$ cat src/rtl/cpu_seq_pkg.sv
// cpu_seq_pkg: opcode/state enums, instruction field positions and data width shared by the sequencer slice.
package cpu_seq_pkg;
  localparam int DATA_W  = 8;
  localparam int OP_MSB  = 7;
  localparam int OP_LSB  = 6;
  localparam int RD_MSB  = 5;
  localparam int RD_LSB  = 4;
  localparam int RS1_MSB = 3;
  localparam int RS1_LSB = 2;
  localparam int RS2_MSB = 1;
  localparam int RS2_LSB = 0;
  localparam int IMM_MSB = 3;
  localparam int IMM_LSB = 0;
  typedef enum logic [1:0] {OP_ADD = 2'b00, OP_SUB = 2'b01, OP_LDI = 2'b10, OP_HALT = 2'b11} opcode_t;
  typedef enum logic [1:0] {S_IDLE = 2'b00, S_FETCH = 2'b01, S_EXEC = 2'b10, S_HALT = 2'b11} state_t;
endpackage

$ cat src/rtl/cpu_alu.sv
// cpu_alu: combinational ADD/SUB (mod 256) and zero-extended LDI immediate.
module cpu_alu
  import cpu_seq_pkg::*;
(
  input  opcode_t           op,
  input  logic [DATA_W-1:0] a,
  input  logic [DATA_W-1:0] b,
  input  logic [3:0]        imm,
  output logic [DATA_W-1:0] result
);
  always_comb
    result = op == OP_ADD ? a + b :
             op == OP_SUB ? a - b :
             op == OP_LDI ? {{(DATA_W-4){1'b0}}, imm} : '0;
endmodule

$ cat src/rtl/cpu_sequencer.sv
// cpu_sequencer: IDLE/FETCH/EXEC/HALT instruction sequencer for a 4-register 8-bit datapath.
// Optional CPU_SEQ_RETIRE_CNT_EN adds a 16-bit retired-instruction counter output.
module cpu_sequencer
  import cpu_seq_pkg::*;
#(
  parameter int PC_W = 8
) (
  input  logic              clk,
  input  logic              rst,
  input  logic              start,
  output logic              imem_req,
  output logic [PC_W-1:0]   pc,
  input  logic              imem_valid,
  input  logic [7:0]        imem_rdata,
  output logic [1:0]        rf_rd,
  output logic [1:0]        rf_rs1,
  output logic [1:0]        rf_rs2,
  output logic              rf_we,
  output logic [DATA_W-1:0] rf_wd,
  input  logic [DATA_W-1:0] rf_rs1_data,
  input  logic [DATA_W-1:0] rf_rs2_data,
  output logic              busy,
  output logic              halted
`ifdef CPU_SEQ_RETIRE_CNT_EN
  ,
  output logic [15:0]       retired
`endif
);
  state_t            state;
  logic [7:0]        instr;
  opcode_t           op;
  logic [DATA_W-1:0] alu_y;
  logic              go;
  assign op     = opcode_t'(instr[OP_MSB:OP_LSB]);
  assign go     = start && (state == S_IDLE || state == S_HALT);
  assign rf_rd  = instr[RD_MSB:RD_LSB];
  assign rf_rs1 = instr[RS1_MSB:RS1_LSB];
  assign rf_rs2 = instr[RS2_MSB:RS2_LSB];
  // Gated by rst so a reset landing on EXEC aborts the write at that same edge.
  assign rf_we    = state == S_EXEC && op != OP_HALT && !rst;
  assign rf_wd    = rf_we ? alu_y : '0;
  assign imem_req = state == S_FETCH;
  assign busy     = state == S_FETCH || state == S_EXEC;
  assign halted   = state == S_HALT;
  cpu_alu u_alu (
    .op    (op),
    .a     (rf_rs1_data),
    .b     (rf_rs2_data),
    .imm   (instr[IMM_MSB:IMM_LSB]),
    .result(alu_y)
  );
  always_ff @(posedge clk) begin
    if (rst) begin
      state <= S_IDLE;
      pc    <= '0;
      instr <= '0;
    end else if (go) begin
      state <= S_FETCH;
      pc    <= '0;
    end else if (state == S_FETCH && imem_valid) begin
      instr <= imem_rdata;
      state <= S_EXEC;
    end else if (state == S_EXEC) begin
      state <= op == OP_HALT ? S_HALT : S_FETCH;
      pc    <= op == OP_HALT ? pc : pc + 1'b1;
    end
  end
`ifdef CPU_SEQ_RETIRE_CNT_EN
  always_ff @(posedge clk) begin
    if (rst || go) retired <= '0;
    else if (state == S_EXEC) retired <= retired + 16'd1;
  end
`endif
endmodule

$ cat config.mk
export PLATFORM = sky130hd
export DESIGN_NAME = cpu_sequencer
export DESIGN_NICKNAME = d
export VERILOG_FILES = /design/src/rtl/cpu_seq_pkg.sv /design/src/rtl/cpu_alu.sv /design/src/rtl/cpu_sequencer.sv
export SDC_FILE = /design/constraint.sdc
export NUM_CORES = 1
export LEC_CHECK = 0
export ABC_AREA = 1
export CORE_ASPECT_RATIO = 2
export CORE_UTILIZATION = 37
export CTS_BUF_LIST = sky130_fd_sc_hd__clkbuf_8
export DETAILED_ROUTE_END_ITERATION = 6
export PLACE_DENSITY = 0.76
export REMOVE_ABC_BUFFERS = 1
export SLEW_MARGIN = 25
export SYNTH_ARGS = -nofsm -noshare
export SYNTH_HDL_FRONTEND = slang
export SYNTH_SLANG_ARGS = --single-unit
$ cat constraint.sdc
create_clock -name clk -period 2.4 [get_ports clk]
set_clock_uncertainty 0.2 [all_clocks]
set_input_delay 0.48 -clock clk [delete_from_list [all_inputs] [get_ports clk]]
set_output_delay 0.48 -clock clk [all_outputs]
set_load 0.02 [all_outputs]
==> results.cfg <==
[final_layout]
final_cells = 398
post-route-util_pct = 62.7
regArea_um2 = 360
design_area_um2 = 2750
diodes = 0
synthToLayoutAreaGrowth_pct = 60.2
drive_gt1_share_pct = 37.8
fin_nets = 393
multiInputGateArea_um2 = 1410
fillers = 387

[drt]
drc = 0
via_count = 1949
first_pass_iters = 4
routed_wl_um = 5430
postRouteAntennaNets = 0
wire_per_inst_um = 13.6
vias_per_cell = 4.90
drt_iter0_markers = 21

[clocking]
clk_latency_ns = 0.25
clock_path_buffers = 2
cts.clk_slew.worst_paths_ns = 0.07
root_buffer = clkbuf_8
cts_buffers = 3
hold_buffers = 0
cts_max_level = 1
cts_tree = built
cts_sinks = 18

[synthesis]
ys_seq_elements = 18
synth_cells = 268
synth_edf_count = 0
yosysSeqAreaShare_pct = 21.0
postSynth.asyncResetShare_pct = 0
ys_types = 31
synth_most_common_cell = nand2_1
yosys-top-cells-area = dfxtp_1 (21%), ha_1 (13%), nand2_1 (13%)
synth.avg_cell_area_um2 = 6.40
synth_commonest_cells = nand2_1 (58), inv_1 (39), nor2_1 (29)
yosys.area.top_type = dfxtp_1
ys_warn_count = 0
synth_area_um2 = 1710
synthFlopType = dfxtp_1
synth_top_area_share_pct = 21.0

[pwr]
cellPowerDensity_nw_per_um2 = 421
p_leak_nw = 1.27
ir_worst_vdd_uv = 484

[floorplanning]
die_h_um = 98.3
boundaryPins = 54
die_area_um2 = 4930
initial_utilization_pct = 39.1
coreArea_um2 = 4380
std_cell_rows = 34
chipWidth_um = 50.1

[global_route]
antenna_found_initial = 0
grt_max_degree = 11
track_usage_pct = 22.6
grt_pass1_wl_um = 8650
first_global_vias = 2082
overflow = 0

[critical_path]
cp_cell_sequence = buf_8 > buf_6 > ha_4 > fa_2 > nand4_1 > nand3_2 > nand2_1 > nand2_1 > nor2_1 > nor2_1 > buf_4
crit_family = simple AND/OR/NAND/NOR gates
worst-path-buf-inv = 3
cp-start-kind = primary input
worstSetupEndpointType = output port
critPathKind = primary input to output port
worstPathMaxFanout = 4
critPathMaxStageDelay_ns = 0.38
cp_slowest_cell = fa_2
crit_required_ns = 1.72
crit_arrival_ns = 1.93

[sta]
fmax_ghz = 0.383
hold_ws_ns = 0.301
setup_slack_ns = -0.209
relSlewSlack_pct = 71.4
period_minus_slack_ns = 2.61
final-setup-viol-count = 6
setup_tns_ns = -0.538
finalMaxSlewViolations = 0
hold_viol = 0
finalCritPeriodShare_pct = 109
worst_slew_pin_slew_ns = 0.428
rsz0062_at_grt = true

[placed_design]
hpwl_um = 4160
dpl_cell_area_um2 = 2430
io_buffers = 53
dp.cells = 391
gp_congestion = 0.947

[hold_path]
worstHoldPathType = flip-flop to flip-flop

[status]
status = complete, but fails checks
violations = negative setup slack

[flow_run]
max_cap_violations = 0
## worst min-delay path, stage by stage (launching register included)
cell and delay [ns]:
dfxtp_1 0.33, nand2_1 0.07, a21oi_1 0.05
## flip-flops by register name (all words and copies together) (netlist names)
register and count:
instr 8, pc 8, state 2
## kinds of logic after synthesis
kind of cell               Yosys count  share of synthesized area [%]
adders and majority gates           20                           15.5
xor gates and xnor gates             5                           2.55
buffers and inverters               56                           14.0
and+or+nand+nor                    133                           35.6
AOI/OAI and AO/OA                   36                           11.3
DFF                                 18                           21.0
## power by group
| part | internal (mW) | switching, mW | total [mW] |
|---|---|---|---|
| combinational | 0.262 | 0.312 | 0.574 |
| clock | 0.146 | 0.0995 | 0.245 |
| sequential | 0.320 | 0.0164 | 0.336 |
| total | 0.728 | 0.428 | 1.16 |
## stage by stage
stage	setup WS, ns	power, mW
finish	-0.209	1.16
global route	-0.281	1.22
CTS	-0.205	1.12
detailed placement	-1.13	0.817
global placement	-1.14	0.811
floorplan	-0.118	0.599
## worst paths after layout
path	start	end	slack [ns]	depth (start not counted)
worst max-delay path	rf_rs1_data[0]	rf_wd[6]	-0.21	11
worst min-delay path	pc[7]	pc[7]	0.30	2
worst max register to register	state[0]	pc[5]	0.69	8
worst min register to register	pc[7]	pc[7]	0.30	2
## what timing repair did
action / 4_1_cts / 5_1_grt
pin swaps: 38 / 28
hold endpoints to repair: 0 / 0
endpoints found under the setup margin: 9 / 7
setup buffers: 3 / 2
resized for setup: 152 / 27
## layout by cell type (no fill, tap or decap), types with 10 or more instances in the layout
cell and instances:
dfxtp_1 18, nand3_1 13, o21ai_0 11, nor2_1 25, nand2_2 12, inv_1 30, nand2_1 42, ha_1 10
buf_2 11, a21oi_1 11, clkdlybuf4s50_1 30, inv_2 17, buf_4 31
## per-layer routing
metal | wire length [um] | global-route usage, % | vias to the layer above
met2 | 3270 | 48.7 | 53
met5 | 0 | 0 | -
met4 | 250 | 11.2 | 0
li1 | - | - | 994
met1 | 1760 | 17.9 | 883
met3 | 149 | 1.87 | 19
## cell type report
class                   count  share of cell area [%]
repair buffers             80                    24.5
clock buffers               4                    2.00
well taps                  54                    2.46
multi-input cells         194                    51.3
inverters                  48                    6.65
flip-flops and latches     18                    13.1
No activity file was read; power rests on OpenSTA's default activity.
